--- src/rtl/spi_arb_pkg.sv ---
// Shared widths, defaults and the upstream message layout for the SPI adapter arbiter.
package spi_arb_pkg;

  localparam int PERF_CNT_W = 16;
  localparam int DEF_MSG_W  = 6;
  localparam int DEF_NREQ   = 4;

  function automatic int idx_w(input int n);
    return (n <= 2) ? 1 : $clog2(n);
  endfunction

  localparam int DEF_IDX_W = idx_w(DEF_NREQ);
  localparam int DEF_REQ_W = DEF_MSG_W - DEF_IDX_W;

  typedef struct packed {
    logic [DEF_IDX_W-1:0] tag;
    logic [DEF_REQ_W-1:0] data;
  } up_msg_t;

endpackage

--- src/rtl/spi_arb_pipe_reg.sv ---
// One-entry registered val/rdy stage; a new word may load in the same cycle the old one drains.
module spi_arb_pipe_reg #(
  parameter int W = 8
) (
  input  logic         clk,
  input  logic         reset,
  input  logic         i_loadVal,
  output logic         o_loadRdy,
  input  logic [W-1:0] i_loadData,
  output logic         o_outVal,
  input  logic         i_outRdy,
  output logic [W-1:0] o_outData
);

  logic         r_full;
  logic [W-1:0] r_data;

  assign o_loadRdy = ~r_full | i_outRdy;
  assign o_outVal  = r_full;
  assign o_outData = r_data;

  always_ff @(posedge clk) begin
    if (reset) begin
      r_full <= 1'b0;
      r_data <= '0;
    end else if (i_loadVal && o_loadRdy) begin
      r_full <= 1'b1;
      r_data <= i_loadData;
    end else if (i_outRdy) begin
      r_full <= 1'b0;
    end
  end

endmodule

--- src/rtl/spi_adapter_rr_arbiter.sv ---
// Round-robin share of one SPI minion adapter among NREQ requesters, tag-routed responses.
// Optional SPI_ARB_PERF_EN adds saturating grant/drop counters.
module spi_adapter_rr_arbiter
  import spi_arb_pkg::*;
#(
  parameter int NREQ  = DEF_NREQ,
  parameter int MSG_W = DEF_MSG_W
) (
  input  logic                                 clk,
  input  logic                                 reset,
  input  logic [NREQ-1:0]                      req_val,
  output logic [NREQ-1:0]                      req_rdy,
  input  logic [NREQ*(MSG_W-idx_w(NREQ))-1:0]  req_msg,
  output logic                                 adp_recv_val,
  input  logic                                 adp_recv_rdy,
  output logic [MSG_W-1:0]                     adp_recv_msg,
  input  logic                                 adp_send_val,
  output logic                                 adp_send_rdy,
  input  logic [MSG_W-1:0]                     adp_send_msg,
  output logic [NREQ-1:0]                      resp_val,
  input  logic [NREQ-1:0]                      resp_rdy,
  output logic [MSG_W-idx_w(NREQ)-1:0]         resp_msg
`ifdef SPI_ARB_PERF_EN
  ,
  output logic [NREQ*PERF_CNT_W-1:0]           grant_cnt,
  output logic [PERF_CNT_W-1:0]                drop_cnt
`endif
);

  localparam int IDX_W = idx_w(NREQ);
  localparam int REQ_W = MSG_W - IDX_W;

  logic [IDX_W-1:0] r_rrPtr;
  logic             w_canLoad;
  logic             w_found;
  logic [IDX_W-1:0] w_gIdx;
  int               w_idx;
  logic [MSG_W-1:0] w_upData;
  logic [IDX_W-1:0] w_sendTag;
  logic             w_tagOk;
  logic             w_dnFull;
  logic [MSG_W-1:0] w_dnData;
  logic [IDX_W-1:0] w_dnTag;
  logic             w_dnDrain;

  // Search starts at the pointer and wraps at NREQ, not at 2^IDX_W.
  always_comb begin
    w_found = 1'b0;
    w_gIdx  = '0;
    w_idx   = 0;
    for (int k = 0; k < NREQ; k++) begin
      w_idx = int'(r_rrPtr) + k;
      if (w_idx >= NREQ) w_idx = w_idx - NREQ;
      if (!w_found && req_val[IDX_W'(w_idx)]) begin
        w_found = 1'b1;
        w_gIdx  = IDX_W'(w_idx);
      end
    end
  end

  always_comb begin
    req_rdy = '0;
    if (w_canLoad && w_found) req_rdy[w_gIdx] = 1'b1;
  end

  assign w_upData = {w_gIdx, req_msg[w_gIdx*REQ_W +: REQ_W]};

  always_ff @(posedge clk) begin
    if (reset) begin
      r_rrPtr <= '0;
    end else if (w_canLoad && w_found) begin
      r_rrPtr <= (w_gIdx == IDX_W'(NREQ-1)) ? '0 : w_gIdx + IDX_W'(1);
    end
  end

  spi_arb_pipe_reg #(.W(MSG_W)) u_upReg (
    .clk        (clk),
    .reset      (reset),
    .i_loadVal  (w_found),
    .o_loadRdy  (w_canLoad),
    .i_loadData (w_upData),
    .o_outVal   (adp_recv_val),
    .i_outRdy   (adp_recv_rdy),
    .o_outData  (adp_recv_msg)
  );

  // Out-of-range tags are still handshaked so the adapter never stalls on them.
  assign w_sendTag = adp_send_msg[MSG_W-1 -: IDX_W];
  assign w_tagOk   = ({1'b0, w_sendTag} < (IDX_W+1)'(NREQ));

  spi_arb_pipe_reg #(.W(MSG_W)) u_dnReg (
    .clk        (clk),
    .reset      (reset),
    .i_loadVal  (adp_send_val & w_tagOk),
    .o_loadRdy  (adp_send_rdy),
    .i_loadData (adp_send_msg),
    .o_outVal   (w_dnFull),
    .i_outRdy   (w_dnDrain),
    .o_outData  (w_dnData)
  );

  assign w_dnTag   = w_dnData[MSG_W-1 -: IDX_W];
  assign resp_msg  = w_dnData[REQ_W-1:0];
  assign w_dnDrain = |(resp_val & resp_rdy);

  always_comb begin
    resp_val = '0;
    if (w_dnFull) resp_val[w_dnTag] = 1'b1;
  end

`ifdef SPI_ARB_PERF_EN
  logic [PERF_CNT_W-1:0] r_grantCnt [NREQ];
  logic [PERF_CNT_W-1:0] r_dropCnt;

  always_ff @(posedge clk) begin
    if (reset) begin
      for (int i = 0; i < NREQ; i++) r_grantCnt[i] <= '0;
      r_dropCnt <= '0;
    end else begin
      for (int i = 0; i < NREQ; i++) begin
        if (req_rdy[i] && r_grantCnt[i] != '1) r_grantCnt[i] <= r_grantCnt[i] + PERF_CNT_W'(1);
      end
      if (adp_send_val && adp_send_rdy && !w_tagOk && r_dropCnt != '1) begin
        r_dropCnt <= r_dropCnt + PERF_CNT_W'(1);
      end
    end
  end

  for (genvar i = 0; i < NREQ; i++) begin : g_grantCnt
    assign grant_cnt[i*PERF_CNT_W +: PERF_CNT_W] = r_grantCnt[i];
  end
  assign drop_cnt = r_dropCnt;
`endif

endmodule

--- config.mk ---
export PLATFORM = sky130hd
export DESIGN_NAME = spi_adapter_rr_arbiter
export DESIGN_NICKNAME = d
export VERILOG_FILES = /design/src/rtl/spi_arb_pkg.sv /design/src/rtl/spi_arb_pipe_reg.sv /design/src/rtl/spi_adapter_rr_arbiter.sv
export SDC_FILE = /design/constraint.sdc
export NUM_CORES = 1
export LEC_CHECK = 0
export CORE_UTILIZATION = 38
export CTS_CLUSTER_DIAMETER = 40
export DETAILED_ROUTE_END_ITERATION = 10
export PLACE_DENSITY = 0.79
export SLEW_MARGIN = 20
export SYNTH_ARGS = -nofsm -noshare
export SYNTH_HDL_FRONTEND = slang
export SYNTH_HIERARCHICAL = 1
export SYNTH_SLANG_ARGS = --single-unit
--- constraint.sdc ---
create_clock -name clk -period 2.2 [get_ports clk]
set_clock_uncertainty 0.1 [all_clocks]
set_input_delay 0.33 -clock clk [delete_from_list [all_inputs] [get_ports clk]]
set_output_delay 0.33 -clock clk [all_outputs]
set_load 0.01 [all_outputs]
* Yosys cells after proc, flatten, opt, wreduce, memory -nomap -nowiden
Cells that the tools add are included.
** Word-level totals
- Flip-flop bits (word level) :: 16
- Input port bits :: 34
** Operators by class
- Add/sub/neg operators :: 8
- Magnitude comparators :: 12
- Eq/ne operators :: 1
- Shift operators :: 1
- Multiplexer cells :: 35
- Bitwise logic cells :: 5
- Reductions and logical operators :: 13
** Operators with widths (count)
- 1-bit 2-to-1 mux :: 18
- 2-bit 2-to-1 mux :: 9
- 2-bit by 4-bit less-than comparator with 1-bit output, second input constant :: 4
- 16-bit by 5-bit variable part select with 4-bit output :: 1
- 3-bit greater-or-equal comparator, second input constant :: 3
- 1-bit binary-select mux with 2-bit select :: 4
- 4-bit 2-to-1 mux :: 2
- 2-bit by 1-bit subtractor with 2-bit output, second input constant :: 4
- 1-bit logical AND :: 7
- 2-bit by 2-bit adder with 3-bit output, second input constant :: 2
- 2-bit by 3-bit less-than comparator with 1-bit output, second input constant :: 2
- 4-bit bitwise AND :: 1
- 1-bit demux with 2-bit select :: 2
- 2-bit by 1-bit greater-or-equal comparator with 1-bit output, second input constant :: 2
- 2-bit nonzero test :: 2
- 4-bit OR reduction :: 1
- 2-bit by 1-bit adder with 3-bit output, second input constant :: 1
- 2-bit by 3-bit greater-or-equal comparator with 1-bit output, second input constant :: 1
- 1-bit logical NOT :: 3
- 2-bit by 1-bit adder with 2-bit output, second input constant :: 1
- 2-bit equality test, second input constant :: 1
- 1-bit inverter :: 2
- 1-bit bitwise OR :: 2

* Longest topological paths before layout
Gate-level depths: netlist (run 1).
- Depth after elaboration :: 20
- Depth in mapped cells :: 8
- Gate-level depth less buffers :: 7

* Cells and area by module
Netlist (run 1), hierarchy kept.
** By module, submodules not included
- spi_arb_pipe_reg :: instances 2, cells each 30, area each 299.0 µm², sequential area each 140.1 µm²
- spi_adapter_rr_arbiter :: instances 1, cells each 49, area each 409.1 µm², sequential area each 40.0 µm²

* Least setup slack after synthesis (run 1)
OpenSTA, ideal clock, no wires.
- Kind :: reg-to-reg
- From :: reg u_dnReg.r_data[4], in the netlist u_dnReg/o_outData[4]
- To :: reg u_dnReg.r_data[0], in the netlist u_dnReg/o_outData[0]
- Library setup time :: 0.070 ns
- Data arrival time :: 1.603 ns
- Data required time :: 2.030 ns
- Path slack :: 0.427 ns
- Stages on the path, launching flop included :: 7
- Buffers on the path :: 1
- Clock period less this slack :: 1.773 ns
- Cell sequence :: dfxtp_1 mux4_2 and2_1 nand2b_4 buf_6 a21bo_1 a21oi_1
** On the way
- Word-level cells in the longest chain between the ends :: 9
- Elaborated cells between the ends (all ways) :: 10
** Ends and longest elaborated chain
- start, declared :: line spi_arb_pipe_reg.sv:16 : logic [W-1:0] r_data;
- start signal, assigned :: line spi_arb_pipe_reg.sv:28 : r_data <= i_loadData;
- 2-bit by 3-bit less-than comparator with 1-bit output (implied by the code) or 2-bit by 1-bit greater-or-equal comparator with 1-bit output (tied branches) :: line spi_adapter_rr_arbiter.sv:108 : if (w_dnFull) resp_val[w_dnTag] = 1'b1;
- 1-bit logical AND (implied by the code) :: line spi_adapter_rr_arbiter.sv:108
- 1-bit 2-to-1 mux (implied by the code) :: line spi_adapter_rr_arbiter.sv:108
- 1-bit demux with 2-bit select * :: line spi_adapter_rr_arbiter.sv:108
- 4-bit 2-to-1 mux * :: line spi_adapter_rr_arbiter.sv:108
- 4-bit bitwise AND * :: line spi_adapter_rr_arbiter.sv:104 : assign w_dnDrain = |(resp_val & resp_rdy);
- 4-bit OR reduction * :: line spi_adapter_rr_arbiter.sv:104
- named net w_dnDrain :: line spi_adapter_rr_arbiter.sv:44 : logic w_dnDrain;
- 1-bit bitwise OR * :: line spi_arb_pipe_reg.sv:18 : assign o_loadRdy = ~r_full | i_outRdy;
- named net adp_send_rdy :: line spi_adapter_rr_arbiter.sv:18 : output logic adp_send_rdy,
- 1-bit logical AND * :: line spi_arb_pipe_reg.sv:26 : end else if (i_loadVal && o_loadRdy) begin
The timed path passes the listed nets; every way through them passes the cells marked *.
A chain may end at the register's enable or synchronous reset.

* Worst setup path after layout (run 1)
- From :: in req_val[3]
- To :: out req_rdy[2]
** On the way
- Elaborated cells between the ends (all ways) :: 33
** RTL lines
- start, declared :: line spi_adapter_rr_arbiter.sv:11 : input logic [NREQ-1:0] req_val,
- 1-bit binary-select mux with 2-bit select :: line spi_adapter_rr_arbiter.sv:54 : if (!w_found && req_val[IDX_W'(w_idx)]) begin
- 1-bit 2-to-1 mux (implied by the code) (2 in series) :: line spi_adapter_rr_arbiter.sv:54
- 1-bit 2-to-1 mux :: line spi_adapter_rr_arbiter.sv:54
- 1-bit logical NOT :: line spi_adapter_rr_arbiter.sv:54
- 1-bit logical AND :: line spi_adapter_rr_arbiter.sv:54
- 1-bit 2-to-1 mux :: line spi_adapter_rr_arbiter.sv:54
- 1-bit logical NOT :: line spi_adapter_rr_arbiter.sv:54
- 1-bit logical AND :: line spi_adapter_rr_arbiter.sv:54
- 1-bit 2-to-1 mux :: line spi_adapter_rr_arbiter.sv:54
- 1-bit logical NOT :: line spi_adapter_rr_arbiter.sv:54
- 1-bit logical AND :: line spi_adapter_rr_arbiter.sv:54
- 1-bit 2-to-1 mux * :: line spi_adapter_rr_arbiter.sv:54
- named net w_found :: line spi_adapter_rr_arbiter.sv:35 : logic w_found;
- 1-bit logical AND * :: line spi_adapter_rr_arbiter.sv:63 : if (w_canLoad && w_found) req_rdy[w_gIdx] = 1'b1;
- 4-bit 2-to-1 mux * :: line spi_adapter_rr_arbiter.sv:63
- end, declared :: line spi_adapter_rr_arbiter.sv:12 : output logic [NREQ-1:0] req_rdy,
The timed path passes the listed nets; every way through them passes the cells marked *. The select of a mux whose other input is x is not followed.

==> out/results.txt, run 1 <==
post-DR wirelength/cell - 12.89 µm
Crit path required time - 1.77 ns
Max Cap Viol - 0
CP cell instances - dlygate4sd2_1 > nor2_2 > nand3_1 > and2_1 > and3_2 > dlygate4sd2_1
# diodes - 0
antenna viol nets, final - 0
CP Capture Type - primary output
Starting Density - 40.29%
die area - 0.002861 mm²
status - finished, final reports clean
PD cells - 526.6 mW/mm²
Clock Latency Late Sink - 0.27 ns
Area Overhead vs Synth - 62.86%
share of the synthesized area in the top cell type - 31.80%
Yosys top cell by area - dfxtp_1
Worst slew margin - 60.92%
Worst Hold End - r_rrPtr[0]
antenna violations before repair - 0
Yosys reg bits - 16
final worst path period share - 93.42%
die width - 53.49 µm
CTS clk-pin slew, worst paths - 0.09 ns
FILL cells - 213
TritonRoute pass-1 iters - 4
clk buf depth - 2
crit path max fanout - 4
Syn Std Cell Area - 0.001007 mm²
row count - 18
hold path start - r_rrPtr[0]
Worst Hold Class - reg2reg
Syn Inst Count - 109
Placed Instances - 197
most frequent cell after synthesis - a21oi_1
global-route wire length before repair - 3912 µm
CTS Buf Count - 3
Synth Net Count - 143
min Tclk post-route - 2.055 ns
Max VDD drop - 0.3874 mV
Finished Layout Cells - 204
CTS tree - yes
Setup-failing EPs final - 0
DP Wirelength - 2028 µm
top cells by area, synth - dfxtp_1 (32%), a21bo_1 (12%), mux2i_1 (12%), a21oi_1 (8.4%), nand3_1 (6.5%)
slowest CP cell - dlygate4sd2_1
CORE AREA - 0.002500 mm²
NumNets Final - 210
GP Congestion - 0.7062
CP Data Arrival Time - 1.63 ns
grt ovf - 0
ys async rst share - 0%
Fmax achieved - 486.6 MHz
Pwr Total - 863.7 µW
ys flop type - dfxtp_1
Vias/cell - 5.157
Seq/Total Area, Yosys - 31.80%
Leak - 0.0007259 µW
r2r worst-path depth - 6
RSZ-0062 raised after global routing - no
R2R Setup Slk - 0.32 ns
R2R Path Start - u_dnReg/o_outData[4]
Post-synth top cells - a21oi_1 (17), dfxtp_1 (16), nand3_1 (13)
Crit Path Category - in2out
DR vias - 1052
Post-synth EDFFs - 0
initial drt markers - 6
CP Launch Type - primary input
layout cells sized above 1 - 22.41%
syn avg cell area - 9.241 µm²
vias in the first global route - 967
Slew Limit Fails - 0
DRT Wirelength - 2630 µm
Critical R2R Capture - u_dnReg/o_outData[5]
gr usage total - 18.96%
CP dominant cell by count - dlygate4sd2_1
Worst-Margin Slew - 0.5844 ns
Die Ht - 53.49 µm
final hold violation count - 0
H-tree levels - 1
Ys Warns - 6
Distinct cells, synth - 28
IO Pins - 54
clock root cell - clkbuf_4
largest net degree at the start of global routing - 17
IO Port Bufs - 53
WHS Path Cells - 2
Num Clock Sinks - 16
slowest cell delay on critical path - 0.28 ns
DRC - 0
cell usage in the layout, fill, tap and decap left out, types with 2 or more instances in the layout:
master / synthesis / final
nand2_1: 2 / 2
buf_4: 0 / 15
inv_1: 5 / 4
dfxtp_1: 16 / 13
buf_2: 2 / 3
dfxtp_2: 0 / 3
clkbuf_2: 0 / 2
nor3_1: 2 / 2
clkdlybuf4s50_1: 0 / 44
a21oi_1: 17 / 17
nor2_1: 3 / 2
a21bo_1: 12 / 12
nand2b_4: 2 / 3
inv_2: 1 / 2
a211oi_2: 2 / 2
and2_1: 3 / 3
clkbuf_4: 0 / 3
nand3_1: 13 / 13
dlygate4sd2_1: 0 / 4
mux2i_1: 12 / 12
where the power goes:
part           total, µW  switching (µW)  internal (µW)
Combinational        376             150            226
Clock                145            81.5           63.3
Sequential           343            23.4            320
Total                864             255            609
logic make-up after synthesis:
family | synth area share (%)
AO/OA/AOI/OAI | 26.09
AND/OR/NAND/NOR | 19.38
flip-flops | 31.80
multiplexers | 14.16
buffers and inverters | 7.701
XOR/XNOR | 0.8697
how the worst max path moves through the flow:
stage / from / endpoint / slack (ns) / depth (start not counted)
after floorplan: u_dnReg/o_outData[4] / u_dnReg/o_outData[0] / 0.43 / 6
after global placement: req_val[1] / req_rdy[3] / -0.36 / 7
after detailed placement: req_val[1] / req_rdy[3] / -0.41 / 7
after CTS: r_rrPtr[0] / req_rdy[3] / 0.03 / 7
after global routing: req_val[1] / req_rdy[0] / 0.07 / 8
final: req_val[3] / req_rdy[2] / 0.14 / 6
flip-flops by register name (all words and copies together), names as in the netlist:
register and flops:
r_rrPtr 2, u_dnReg/o_outData 6, u_dnReg/o_outVal 1, u_upReg/o_outData 6, u_upReg/o_outVal 1
worst max-delay path: cells and delay by family:
family,cells,cell delay (ns)
buffers and inverters,2,0.56
and+or+nand+nor,4,0.74
per-layer routing:
metal	global-route usage, %	part of all wire, %
met1	20.03	40
met2	35.83	53
met3	3.736	5.5
met4	7.456	0.87
met5	0	0
layout make-up:
type	instances	area [µm²]	area share [%]
flip-flops and latches	16	324.1	19.76
clock buffers	3	22.52	1.373
well taps	30	37.54	2.288
repair buffers	68	613.1	37.38
multi-input cells	81	620.6	37.83
inverters	6	22.52	1.373
what timing repair did:
item | in CTS | in global routing
setup endpoints to repair | 5 | 3
resized for setup | 21 | 8
pin swaps | 2 | 0
setup buffers | 3 | 1
hold buffers | 0 | 0
stage by stage:
stage | setup TNS, ns | setup WS (ns) | utilization [%] | hold WS [ns] | area (µm²)
6_report | 0 | 0.1448 | 65.62 | 0.4199 | 1640
5_1_grt | 0 | 0.07188 | 65.62 | 0.4540 | 1640
4_1_cts | 0 | 0.03482 | 65.77 | 0.4320 | 1644
3_5_place_dp | -2.052 | -0.4141 | 64.11 | 0.4207 | 1603
3_3_place_gp | -1.637 | -0.3640 | 64.11 | 0.4189 | 1603
2_1_floorplan | 0 | 0.4271 | - | 0.2946 | 1007
(Power assumes the default switching activity.)
==> inputs of run 2 (changes only) <==
CORE_UTILIZATION = 51   (was 38)
DONT_BUFFER_PORTS = 1   (was unset)
PLACE_DENSITY = 0.67   (was 0.79)
==> out/results.txt, run 2 (same netlist as run 1, synthesis figures left out) <==
R2R Setup Slk - 0.37 ns
CTS Buf Count - 3
Max Cap Viol - 0
final worst path period share - 92.65%
Fmax achieved - 490.6 MHz
Num Clock Sinks - 16
GP Congestion - 0.7101
Clk network pwr share - 25.3%
Worst Hold End - u_dnReg/o_outVal
RSZ-0062 raised after global routing - no
Vias/cell - 5.903
CP cell instances - a21o_1 > a21oi_1 > o22a_2 > nor3_1
CTS tree - yes
die area - 0.002157 mm²
CP bufs+invs - 0
CP Capture Type - primary output
Int Pwr - 516.3 µW
Reg power frac - 47.5%
DP Wirelength - 1409 µm
most frequent cells in the layout - a21oi_1 (17), dfxtp_1 (16), nand3_1 (13)
Hold Slack - 0.07729 ns
Area Overhead vs Synth - 4.348%
TritonRoute pass-1 iters - 3
Worst Hold Class - in2reg
PD cells - 707.8 mW/mm²
Crit Path Category - reg2out
initial drt markers - 18
vias in the first global route - 718
Slew Limit Fails - 0
WHS Path Cells - 2
Comb pwr share - 27.3%
Starting Density - 56.49%
post-DR wirelength/cell - 14.66 µm
min Tclk post-route - 2.038 ns
layout cells sized above 1 - 14.68%
global-route wire length before repair - 2967 µm
r2r worst-path depth - 5
largest net degree at the start of global routing - 17
Crit path max-delay family - compound AO/OA/AOI/OAI gates
Worst-Margin Slew - 0.6195 ns
status - finished, final reports clean
Psw - 227.7 µW
antenna viol nets, final - 0
CP Launch Type - register
R2R Path Start - u_dnReg/o_outData[4]
Die Ht - 46.44 µm
grt ovf - 0
CTS clk-pin slew, worst paths - 0.08 ns
die width - 46.44 µm
clk buf depth - 2
# diodes - 0
row count - 15
sw frac - 30.61%
Critical R2R Capture - u_dnReg/o_outData[3]
most common cell after layout, fill and taps aside - a21oi_1
IO Port Bufs - 0
Leak - 0.0004566 µW
Setup TNS - 0 ns
Setup-failing EPs final - 0
Worst slew margin - 58.56%
IO Pins - 54
gr usage total - 19.82%
slowest CP cell - dfxtp_1
DRT Wirelength - 1965 µm
Crit path required time - 1.77 ns
NumNets Final - 144
antenna violations before repair - 0
slowest cell delay on critical path - 0.43 ns
DRC - 0
DR vias - 791
clock root cell - clkbuf_4
CORE AREA - 0.001783 mm²
hold path start - adp_send_val
crit path max fanout - 10
# Post-CTS Setup Buffers - 0
final hold violation count - 0
Max VDD drop - 0.3636 mV
CP Data Arrival Time - 1.61 ns
Clock Latency Late Sink - 0.28 ns
H-tree levels - 1
run 2: cell count changes in the layout (fill, tap and decap cells not counted), sizes merged:
cell	previous run	this run
clkdlybuf4s50	44	0
buf	18	1
dlygate4sd2	4	0
clkbuf	5	4
dlygate4sd3	0	1
run 2: worst max-delay path by stage:
stage                               startpoint              endpoint  cells past startpoint
after floorplan           u_dnReg/o_outData[4]  u_dnReg/o_outData[0]                      6
after global routing                r_rrPtr[0]            req_rdy[3]                      5
after global placement              req_val[2]            req_rdy[0]                      5
after CTS                           r_rrPtr[1]            req_rdy[2]                      4
final                               r_rrPtr[1]            req_rdy[0]                      4
after detailed placement            req_val[2]            req_rdy[0]                      5
run 2: layer usage:
metal / GRT usage, % / part of all wire (%) / vias to the layer above
met4: 5.294 / 0.41 / 0
met1: 21.63 / 42 / 368
met3: 8.235 / 7.6 / 2
met5: 0 / 0 / -
met2: 34.72 / 50 / 27
li1: - / - / 394
run 2: per-stage QoR:
stage | setup slack [ns] | cell area [µm²] | utilization (%) | instances | power (µW)
3_3_place_gp | 0.3926 | 991.0 | 55.58 | 129 | 543.5
4_1_cts | 0.06789 | 1037 | 58.18 | 134 | 749.0
5_1_grt | 0.06402 | 1051 | 58.95 | 134 | 795.2
2_1_floorplan | 0.4271 | 1007 | - | 109 | 541.3
6_report | 0.1617 | 1051 | 58.95 | 134 | 743.9
3_5_place_dp | 0.3511 | 991.0 | 55.58 | 129 | 549.1
run 2: power groups by stage:
stage                     clock, µW  sequential, µW  combinational (µW)
after floorplan                   0             352                 189
after global placement            0             358                 185
after detailed placement          0             359                 190
after CTS                       200             353                 197
after global routing            212             357                 226
final                           188             353                 203
run 2: layout make-up:
type | instances | area, µm²
repair buffers | 2 | 17.52
clock buffers | 4 | 36.28
flip-flops and latches | 16 | 320.3
inverters | 6 | 22.52
well taps | 25 | 31.28
fillers | 181 | 732.0
multi-input cells | 81 | 623.1
run 2: what timing repair did:
| action | CTS | global route |
|---|---|---|
| hold endpoints to repair | 16 | 0 |
| setup endpoints to repair | 0 | 3 |
| gates resized for setup | 0 | 3 |
| hold buffers | 1 | 0 |
==> inputs of run 3 (changes only) <==
CTS_BUF_LIST = sky130_fd_sc_hd__clkbuf_16   (was unset)
CTS_CLUSTER_SIZE = 25   (was unset)
==> out/results.txt, run 3 (same netlist as run 1, synthesis figures left out) <==
Area Overhead vs Synth - 6.336%
NumNets Final - 143
DR vias - 773
FILL cells - 181
CORE AREA - 0.001783 mm²
Max VDD drop - 0.7694 mV
Starting Density - 56.49%
clk buf depth - 2
CP Data Arrival Time - 1.62 ns
Leak - 0.0004677 µW
initial drt markers - 8
TritonRoute pass-1 iters - 4
Worst slew margin - 72.15%
Die Ht - 46.44 µm
min Tclk post-route - 2.046 ns
CTS Buf Count - 3
IO Port Bufs - 0
CP Launch Point - r_rrPtr[0]
Worst Hold Class - in2reg
post-DR wirelength/cell - 14.92 µm
Crit path max-delay family - compound AO/OA/AOI/OAI gates
CP Capture Type - primary output
CP Launch Type - register
slowest CP cell - a211o_2
die area - 0.002157 mm²
H-tree levels - 1
Worst-Margin Slew - 0.4168 ns
CP bufs+invs - 0
Crit path required time - 1.77 ns
row count - 15
clock root cell - clkbuf_16
Fmax achieved - 488.8 MHz
antenna viol nets, final - 0
DRC - 0
Setup TNS - 0 ns
DRT Wirelength - 1984 µm
global-route wire length before repair - 3042 µm
Vias/cell - 5.812
Finished Layout Cells - 133
CTS tree - yes
most common cell after layout, fill and taps aside - a21oi_1
status - finished, final reports clean
crit path max fanout - 13
DP Wirelength - 1409 µm
RSZ-0062 raised after global routing - no
layout cells sized above 1 - 12.96%
final core occ - 60.07%
R2R Path Start - u_dnReg/o_outData[4]
CP cell instances - nand2b_1 > a21oi_1 > a211o_2 > nor3_1
final hold violation count - 0
die width - 46.44 µm
final worst path period share - 92.99%
Crit Path Category - reg2out
slowest cell delay on critical path - 0.46 ns
vias in the first global route - 750
CTS clk-pin slew, worst paths - 0.05 ns
# diodes - 0
Clock Latency Late Sink - 0.24 ns
Setup-failing EPs final - 0
Placed Instances - 129
gr usage total - 19.89%
antenna violations before repair - 0
grt ovf - 0
# Post-CTS Setup Buffers - 0
Slew Limit Fails - 0
hold path start - reset
GP Congestion - 0.7101
Num Clock Sinks - 16
largest net degree at the start of global routing - 17
Max Cap Viol - 0
PD cells - 830.5 mW/mm²
most frequent cells in the layout - a21oi_1 (17), dfxtp_1 (16), nand3_1 (13)
IO Pins - 54
## run 3: final timing paths
check | end | slack [ns] | depth (start not counted)
worst max-delay path | req_rdy[1] | 0.15 | 4
worst max register to register | u_dnReg/o_outData[4] | 0.36 | 5
worst min register to register | r_rrPtr[0] | 0.41 | 2
worst min-delay path | r_rrPtr[0] | 0.05 | 1
## run 3: metal layers
layer,GRT usage [%],vias up,share of wire [%]
met5,0,-,0
met4,1.765,0,0
met3,8.235,0,7.4
met2,36.11,26,51
met1,22.06,356,42
li1,-,391,-
## run 3: report_power, final
group          switching [µW]  internal, µW  leakage [µW]
sequential               33.7           320      0.000132
clock                     105           240     0.0000385
combinational            98.7          92.1      0.000297
## run 3: what timing repair did
item,CTS,global route
gates resized for setup,0,1
endpoints found under the setup margin,0,1
hold buffers,0,0
## run 3: area by class of cell
| class | count | area [µm²] | area share, % |
|---|---|---|---|
| well taps | 25 | 31.28 | 2.921 |
| repair buffers | 1 | 7.507 | 0.7009 |
| clock inverters | 1 | 3.754 | 0.3505 |
| clock buffers | 3 | 75.07 | 7.009 |
| multi-input cells | 81 | 610.6 | 57.01 |
| flip-flops and latches | 16 | 320.3 | 29.91 |
| inverters | 6 | 22.52 | 2.103 |
## run 3: through the flow
step / worst slack [ns] / instance area (µm²) / power (µW) / hold WS [ns]
after floorplan: 0.4271 / 1007 / 541.3 / 0.2946
after global placement: 0.3926 / 991.0 / 543.5 / 0.2976
after detailed placement: 0.3511 / 991.0 / 549.1 / 0.2982
after CTS: 0.1366 / 1070 / 897.8 / 0.04514
after global routing: 0.05545 / 1071 / 937.2 / 0.04279
final: 0.1543 / 1071 / 889.5 / 0.04887
